[src/rtl/fpu_result_stage_if.sv]
// Issue/result handshake bundle for the FPU result stage.
// master = upstream issuer and downstream consumer, slave = the stage.
interface fpu_result_stage_if #(
    parameter int CNTW = 16
) ();
    logic            issue_valid;
    logic            issue_ready;
    logic [31:0]     f3;
    logic            out_valid;
    logic            out_ready;
    logic [31:0]     out_data;
    logic [3:0]      out_flags;
    logic [CNTW-1:0] result_cnt;

    modport master (
        output issue_valid,
        output f3,
        output out_ready,
        input  issue_ready,
        input  out_valid,
        input  out_data,
        input  out_flags,
        input  result_cnt
    );

    modport slave (
        input  issue_valid,
        input  f3,
        input  out_ready,
        output issue_ready,
        output out_valid,
        output out_data,
        output out_flags,
        output result_cnt
    );
endinterface

[src/rtl/fpu_result_stage.sv]
// Captures fixed one-cycle-latency FPU results into a credit-checked FIFO.
// Define FPU_RESULT_FLAGS_EN to store {nan, inf, zero, denorm} per entry.
module fpu_result_stage #(
    parameter int DEPTH = 4,
    parameter int CNTW  = 16
) (
    input logic clk,
    input logic rst_n,
    fpu_result_stage_if.slave bus
);
    localparam int AW = $clog2(DEPTH);
    localparam int OW = AW + 2;

    logic [AW-1:0]   wr_ptr;
    logic [AW-1:0]   rd_ptr;
    logic [AW:0]     count;
    logic            in_flight;
    logic [CNTW-1:0] result_cnt;
    logic [31:0]     data_mem [DEPTH];

    logic [OW-1:0]   occ;
    logic            issue;
    logic            capture;
    logic            pop;

    // An in-flight result already owns a slot, so it counts against credit.
    assign occ             = OW'(count) + OW'(in_flight);
    assign bus.issue_ready = occ < OW'(DEPTH);
    assign issue           = bus.issue_valid & bus.issue_ready;
    assign capture         = in_flight;
    assign pop             = bus.out_valid & bus.out_ready;

    assign bus.out_valid  = count != '0;
    assign bus.out_data   = data_mem[rd_ptr];
    assign bus.result_cnt = result_cnt;

    always_ff @(posedge clk or negedge rst_n) begin
        if (!rst_n) begin
            wr_ptr     <= '0;
            rd_ptr     <= '0;
            count      <= '0;
            in_flight  <= 1'b0;
            result_cnt <= '0;
            for (int i = 0; i < DEPTH; i++) begin
                data_mem[i] <= '0;
            end
        end else begin
            in_flight <= issue;
            if (capture) begin
                data_mem[wr_ptr] <= bus.f3;
                wr_ptr           <= wr_ptr + AW'(1);
            end
            if (pop) begin
                rd_ptr     <= rd_ptr + AW'(1);
                result_cnt <= result_cnt + CNTW'(1);
            end
            if (capture && !pop) begin
                count <= count + (AW+1)'(1);
            end else if (!capture && pop) begin
                count <= count - (AW+1)'(1);
            end
        end
    end

`ifdef FPU_RESULT_FLAGS_EN
    logic [3:0] flag_mem [DEPTH];

    function automatic logic [3:0] classify(input logic [31:0] v);
        logic exp_ones;
        logic exp_zero;
        logic frac_nz;
        logic [3:0] fl;
        exp_ones = &v[30:23];
        exp_zero = ~|v[30:23];
        frac_nz  = |v[22:0];
        fl       = 4'b0000;
        unique case (1'b1)
            exp_ones &&  frac_nz: fl = 4'b1000;
            exp_ones && !frac_nz: fl = 4'b0100;
            exp_zero && !frac_nz: fl = 4'b0010;
            exp_zero &&  frac_nz: fl = 4'b0001;
            default:              fl = 4'b0000;
        endcase
        return fl;
    endfunction

    always_ff @(posedge clk or negedge rst_n) begin
        if (!rst_n) begin
            for (int i = 0; i < DEPTH; i++) begin
                flag_mem[i] <= '0;
            end
        end else if (capture) begin
            flag_mem[wr_ptr] <= classify(bus.f3);
        end
    end

    assign bus.out_flags = flag_mem[rd_ptr];
`else
    assign bus.out_flags = 4'b0000;
`endif

endmodule
[src/flat_wrapper.sv]
// flat-port wrapper written by rule: the top's interface ports become plain ports
module fpu_result_stage_flat 
#(
    parameter int DEPTH = 4,
    parameter int CNTW  = 16
)
  (clk, rst_n, bus_issue_valid, bus_f3, bus_out_ready, bus_issue_ready, bus_out_valid, bus_out_data, bus_out_flags, bus_result_cnt);
  fpu_result_stage_if #(.CNTW(CNTW)) bus_i ();
  input logic clk;
  input logic rst_n;
  input wire logic [$bits(bus_i.issue_valid)-1:0] bus_issue_valid;
  input wire logic [$bits(bus_i.f3)-1:0] bus_f3;
  input wire logic [$bits(bus_i.out_ready)-1:0] bus_out_ready;
  output wire logic [$bits(bus_i.issue_ready)-1:0] bus_issue_ready;
  output wire logic [$bits(bus_i.out_valid)-1:0] bus_out_valid;
  output wire logic [$bits(bus_i.out_data)-1:0] bus_out_data;
  output wire logic [$bits(bus_i.out_flags)-1:0] bus_out_flags;
  output wire logic [$bits(bus_i.result_cnt)-1:0] bus_result_cnt;
  assign bus_i.issue_valid = bus_issue_valid;
  assign bus_i.f3 = bus_f3;
  assign bus_i.out_ready = bus_out_ready;
  assign bus_issue_ready = bus_i.issue_ready;
  assign bus_out_valid = bus_i.out_valid;
  assign bus_out_data = bus_i.out_data;
  assign bus_out_flags = bus_i.out_flags;
  assign bus_result_cnt = bus_i.result_cnt;
  fpu_result_stage #(.DEPTH(DEPTH), .CNTW(CNTW)) u_core (.clk(clk), .rst_n(rst_n), .bus(bus_i));
endmodule
[config.mk]
export PLATFORM = sky130hd
export DESIGN_NAME = fpu_result_stage_flat
export DESIGN_NICKNAME = d
export VERILOG_FILES = /design/src/rtl/fpu_result_stage_if.sv /design/src/rtl/fpu_result_stage.sv /design/src/flat_wrapper.sv
export SDC_FILE = /design/constraint.sdc
export NUM_CORES = 1
export LEC_CHECK = 0
export ABC_CLOCK_PERIOD_IN_PS = 2050
export BUFFER_PORTS_ARGS = -buffer_cell sky130_fd_sc_hd__buf_2
export CAP_MARGIN = 20
export CORE_UTILIZATION = 54
export CTS_BUF_LIST = sky130_fd_sc_hd__clkbuf_2 sky130_fd_sc_hd__clkbuf_4 sky130_fd_sc_hd__clkbuf_8
export CTS_CLUSTER_DIAMETER = 30
export DETAILED_ROUTE_END_ITERATION = 10
export PLACE_DENSITY_LB_ADDON = 0.3
export SYNTH_ARGS = -nofsm -noshare
export SYNTH_HDL_FRONTEND = slang
export SYNTH_SLANG_ARGS = --single-unit
[constraint.sdc]
create_clock -name clk -period 2.05 [get_ports clk]
set_input_delay 0.205 -clock clk [delete_from_list [all_inputs] [get_ports clk]]
set_output_delay 0.205 -clock clk [all_outputs]
set_load 0.005 [all_outputs]
---- After elaboration in Yosys (flattened, before gate mapping) ----
Index checks and enable logic that the tools add are counted.
cells by class
  $add $sub $neg .......................... 6
  $lt $le $gt $ge ......................... 4
  multiplexer cells ....................... 8
  bitwise gates (word level) .............. 4
  reduce and logical (&&, ||, !) cells .... 7
operators by type and width
  operator                 number
  $bwmux W128              1
  $mux W32                 3
  $bmux W32 S2             1
  $demux W32 S2            1
  $add A16 B1 Y16 const B  1
  $ge A3 B3 Y1 const B     2
  $mux W3                  2
  $not A2 Y3               2
  $add A2 B1 Y2 const B    2
  $add A3 B1 Y4            1
  $lt A4 B3 Y1 const B     1
  $add A3 B1 Y3 const B    1
  $logic_and A1 B1 Y1      3
  $lt A3 B1 Y1 const B     1
  $reduce_bool A3 Y1       1
  $sub A3 B1 Y3 const B    1
  $and A1 B1 Y1            2
  $logic_not A1 Y1         2
  $reduce_bool A2 Y1       1
word-level totals
  flip-flop bits (word level) ............. 152
  bits of input ports ..................... 36
  output and inout port bits .............. 54

---- Logic depth before layout (Yosys ltp) ----
  depth after elaboration ................. 6
  mapped depth ............................ 8
  depth with buffers taken out ............ 8

---- Worst setup path before layout ----
No wires, ideal clock.
  kind .................................... register to register
  start ................................... register u_core.count[0]
  end ..................................... register u_core.count[2]
  setup time .............................. 0.079 ns
  arrival ................................. 2.055 ns
  path slack .............................. -0.084 ns
  stages on the path, launching flop included .. 9
  clock period less this slack ............ 2.134 ns
  cells stage by stage .................... dfrtp_1 > or3_4 > nand2_1 > ha_1 > inv_1 > fa_1 > xor2_1 > nor2_1 > xor2_1
between the ends
  word-level cells in the longest chain between the ends .. 5
ends and longest elaborated chain
  element                                               RTL line                RTL
  start, declared                                       fpu_result_stage.sv:16  logic [AW:0] count;
  start signal, assigned                                fpu_result_stage.sv:58  count <= count + (AW+1)'(1);
  start signal, assigned                                fpu_result_stage.sv:60  count <= count - (AW+1)'(1);
  $reduce_bool A3 Y1 *                                  fpu_result_stage.sv:33  assign bus.out_valid = count != '0;
  via bus_out_valid                                     flat_wrapper.sv:15      output wire logic [$bits(bus_i.out_valid)-1:0] bus_out_valid;
  $and A1 B1 Y1 *                                       fpu_result_stage.sv:31  assign pop = bus.out_valid & bus.out_ready;
  $logic_not A1 Y1                                      fpu_result_stage.sv:57  if (capture && !pop) begin
  $logic_and A1 B1 Y1                                   fpu_result_stage.sv:57
  $mux W3 / $reduce_bool A2 Y1 (equally long branches)  -
Mark *: on every way through the listed nets, which the timed path passes. The rest lies on a longest branch. The select of a mux whose other input is x is not followed.
A chain may end at the register's enable or synchronous reset.

---- Worst setup path after layout ----
  start ................................... register u_core.count[2]
  end ..................................... register u_core.count[2]
between the ends
  word-level cells in the longest chain between the ends .. 5
ends and longest elaborated chain
  element
  parallel branches: the longest is 5 deep, another holds $sub A3 B1 Y3
Parallel ways; which one is timed is not known. The select of a mux whose other input is x is not followed.

==> flow_results.org <==
** Critical path
- Setup CP Type :: flip-flop to flip-flop
- Required time of the critical path :: 2430 ps
- Category of the worst setup path capture point :: flip-flop
- The cell that appears most often on the critical path is xor2_1.
- Traced cell by cell, the critical path runs through or3_4, nand2_4, ha_2, inv_1, fa_2, xor2_1, nor2_1, xor2_1.
- Reg-to-Reg Start :: u_core.count[2]
- Library cell contributing the largest single delay on the critical path :: or3_4
- In this run the critical register-to-register path is captured at u_core.count[2].
- Worst Reg2Reg Path Length in Cells :: 8
- Minimum setup slack among reg-to-reg paths :: 70 ps
- On the worst path, the slowest cell contributes a delay of 410 ps.
- Along the worst path, the maximum fanout reaches 2.
- STA classifies the critical path startpoint as a flip-flop.
- The number of buffers and inverters on the critical path is 1.
- Worst Path Arrival :: 2350 ps
- Top cell family by delay on the critical path :: simple AND/OR/NAND/NOR gates

** Logic synthesis
- By area the synthesized netlist is led by dfrtp_1 (57%), mux2_2 (22%), mux4_2 (11%).
- Post-synth ARST share :: 1.000
- In the post-synthesis netlist, the cell with the most instances is dfrtp_1.
- In the synthesized netlist the dominant register cell turns out to be dfrtp_1.
- The synthesized netlist occupies a cell area of 6628 um^2.
- Largest family of logic cells by synthesized area :: multiplexers
- The area fraction in compound gates after synthesis is 0.004153.
- Syn avg cell area :: 16.28 um^2
- The share of the Yosys chip area taken by registers is 0.5739.
- Synthesis handed over a netlist of 407 instances.
- Number of enable flip-flop cells after synthesis :: 0
- Adder and majority cell fraction of the synthesized area :: 0.01435
- In the synthesized netlist, the cells that appear most often are dfrtp_1 (152), mux2_2 (130), mux4_2 (32), buf_2 (18), xnor2_1 (15).
- The share of synthesized area in the top cell type comes to 0.5739.
- For this run, the number of Yosys warnings is 0.
- The biggest area contributor in the post-synthesis netlist is dfrtp_1.
- Yosys mapped the design onto 27 distinct sky130hd cell types.
- Synthesis inferred 152 register bits.
- Simple-Gate Fraction of Synth Area :: 0.02586
- Post-synthesis mux area share :: 0.3296
- Xor/xnor share of the synthesized area :: 0.02775

** Final layout
- At the end of the flow the core is filled with cells to 0.6515.
- Area added between synthesis and finish :: 18.07%
- 0 antenna diodes ended up in the layout.
- Final std cell area, no fill :: 7825 um^2
- Number of nets in the layout :: 559
- Number of non-filler instances in the completed layout :: 675
- Fill cells in the final layout number 888.
- Fraction of final layout cells with drive strength greater than 1 :: 0.5909

** Clock network
- Clock-pin slew was measured on the worst setup and hold paths at 90 ps.
- Once the clock tree was built, the setup fixing pass inserted 0 buffers.
- The clock drives 152 sinks.
- The later pin in the worst-skew pair is clocked with a latency of 450 ps.
- CTS tree :: done
- Maximum level of the CTS H-tree :: 4
- In this run the deepest clock path goes through 2 buffers.
- In this run, CTS created clock tree buffers numbering 17.
- In this run the clock root is driven by a clkbuf_8.

** Routing
- The final route contains 3731 vias.
- Avg WL per Cell :: 18.19 um
- Wires add up to 12.28 mm.
- After detailed routing, the number of remaining DRC violations is 0.
- For this block, the initial DRC count from the detailed router was 96.
- Via density per instance :: 5.527
- Number of iterations in the first detailed-routing pass :: 4
- In this run the remaining antenna-violating nets after routing total 0.

** STA
- The worst pin sits at a relative slew slack of 0.6006.
- For the pin with the worst max-slew slack, the measured transition is 599.0 ps.
- Subtracting the final worst setup slack from the clock period gives 1976 ps.
- Of the available clock period, the critical path in the final layout requires 0.9637.
- On the final layout, the worst clock skew is 13.68 ps.
- Pins over their slew limit :: 0
- Setup repair after global routing could not meet its margin everywhere.
- Upper clock frequency limit :: 506.2 MHz
- Setup violations remaining at the end of the flow were counted as 0.
- Final hold vios :: 0

** Min path
- Hold EP :: u_core.data_mem[81]
- The worst hold path was traced through 2 stages.
- In this run the most critical hold path is launched from bus_f3[17].
- Worst min path class :: input port to flip-flop

** Place
- Final weighted congestion in routability-driven placement :: 0.7324
- Once detailed placement completed, the half-perimeter wirelength came to 7.970 mm.
- After detailed placement, the design holds a cell count of 636.
- Number of input and output port buffers inserted :: 85
- Post-DP Area :: 7345 um^2

** Die
- Horizontal extent of the die :: 112.8 um
- The initial utilization of the core area, before any placement, comes to 0.5518.
- Number of standard-cell rows in the floorplan :: 40
- 90 I/O pins were placed.
- Measured along the y axis, the die boundary spans 112.8 um.
- The floorplan step defined a core boundary enclosing 12010 um^2.
- The die covers 12720 um^2.

** Power and ir drop
- Largest vdd supply drop :: 813.1 uV
- Switching share of total power :: 0.2980
- Power per cell area :: 1582 nW/um^2
- Of the total power, registers draw 0.422.
- Internal power of the cells :: 8.690 mW
- In this run the power spent charging and discharging nets is 3.689 mW.
- Of the total power, the clock network draws 0.179.
- The share of total power dissipated in combinational logic is 0.399.
- Overall power consumption after layout is estimated at 12.38 mW.
- In this run the static leakage power is 3.471 nW.

** Global routing
- Number of antenna violations at the first check in global routing :: 0
- The first global-routing pass estimated 20.04 mm of wire.
- Overflow left after global routing :: 0
- Entering global routing, the biggest net connects 64 pins.
- GRT Resource Usage Total :: 0.2112
- The number of global-route vias before repair came to 3892.

** Run
- The tool flagged a number of max-cap violations equal to 0.

** Run status
- The run finished with clean final reports.
area by class of cell:
class | count | area [um^2] | area share
clock buffers | 19 | 261.5 | 0.03342
clock inverters | 12 | 126.4 | 0.01615
inverters | 4 | 15.01 | 0.001919
multi-input cells | 228 | 2700 | 0.3451
flip-flops and latches | 152 | 3806 | 0.4864
well taps | 147 | 183.9 | 0.02350
repair buffers | 113 | 732.0 | 0.09354
worst register-to-register path: stages (launching register included):
cell     delay (ps)
dfrtp_1         380
or3_4           410
nand2_4          80
ha_2            180
inv_1            70
fa_2            380
xor2_1          140
nor2_1          110
xor2_1          140
repair_timing:
item	in CTS	in global routing
pin swaps	0	1
hold endpoints to repair	68	0
gates resized for setup	2	2
hold buffers	8	0
setup endpoints to repair	16	15
power by group through the flow:
stage | logic (mW) | clock network, mW | registers (mW)
floorplan | 3.47 | 0 | 5.01
global placement | 4.84 | 0 | 5.15
detailed placement | 5.00 | 0 | 5.28
CTS | 5.04 | 2.28 | 5.22
global route | 5.37 | 2.39 | 5.40
finish | 4.94 | 2.21 | 5.22
registers in the layout (all words and copies together), names as in the netlist:
name and cells:
u_core.rd_ptr 2, u_core.wr_ptr 2, u_core.bus.result_cnt 16, u_core.capture 1, u_core.count 3, u_core.data_mem 128
how the worst max path moves through the flow:
stage,from,end,slack (ps),cells past startpoint
after CTS,u_core.count[2],u_core.count[2],10,8
after global placement,u_core.count[2],u_core.count[2],90,8
final,u_core.count[2],u_core.count[2],70,8
after detailed placement,u_core.count[2],u_core.count[2],30,8
after global routing,u_core.count[2],u_core.count[2],-10,8
after floorplan,u_core.count[2],u_core.count[2],10,8
per-layer routing:
metal	global-route usage	vias up	share of wire
met5	0	-	0
met3	0.05142	18	0.035
met1	0.2813	1938	0.45
met2	0.3337	72	0.49
li1	-	1703	-
met4	0.09244	0	0.017
layout by cell type (no fill, tap or decap), drive strengths merged, types with 7 or more instances in the layout:
cell	instances
mux2	130
clkbuf	19
mux4	32
xnor2	15
dlygate4sd3	8
nand2	11
dfrtp	152
clkinv	7
buf	105
kinds of logic (layout without fill, tap and decap cells):
group                    Yosys count  count (layout)
adder cells (fa/ha/maj)            7               7
AO/OA/AOI/OAI                      3               3
other                              1               4
flip-flops                       152             152
buffers and inverters             30             148
multiplexers                     162             162
AND/OR/NAND/NOR                   31              31
XOR/XNOR                          21              21
metrics by stage:
step / hold slack (ps) / setup slack (ps) / TNS (ps)
after floorplan: -90.59 / 14.06 / 0
after global placement: 228.0 / 90.64 / 0
after detailed placement: 246.8 / 31.36 / 0
after CTS: 0.5028 / 9.599 / 0
after global routing: 7.373 / -12.91 / -18.24
final: 27.65 / 74.38 / 0
(Power assumes the default switching activity.)
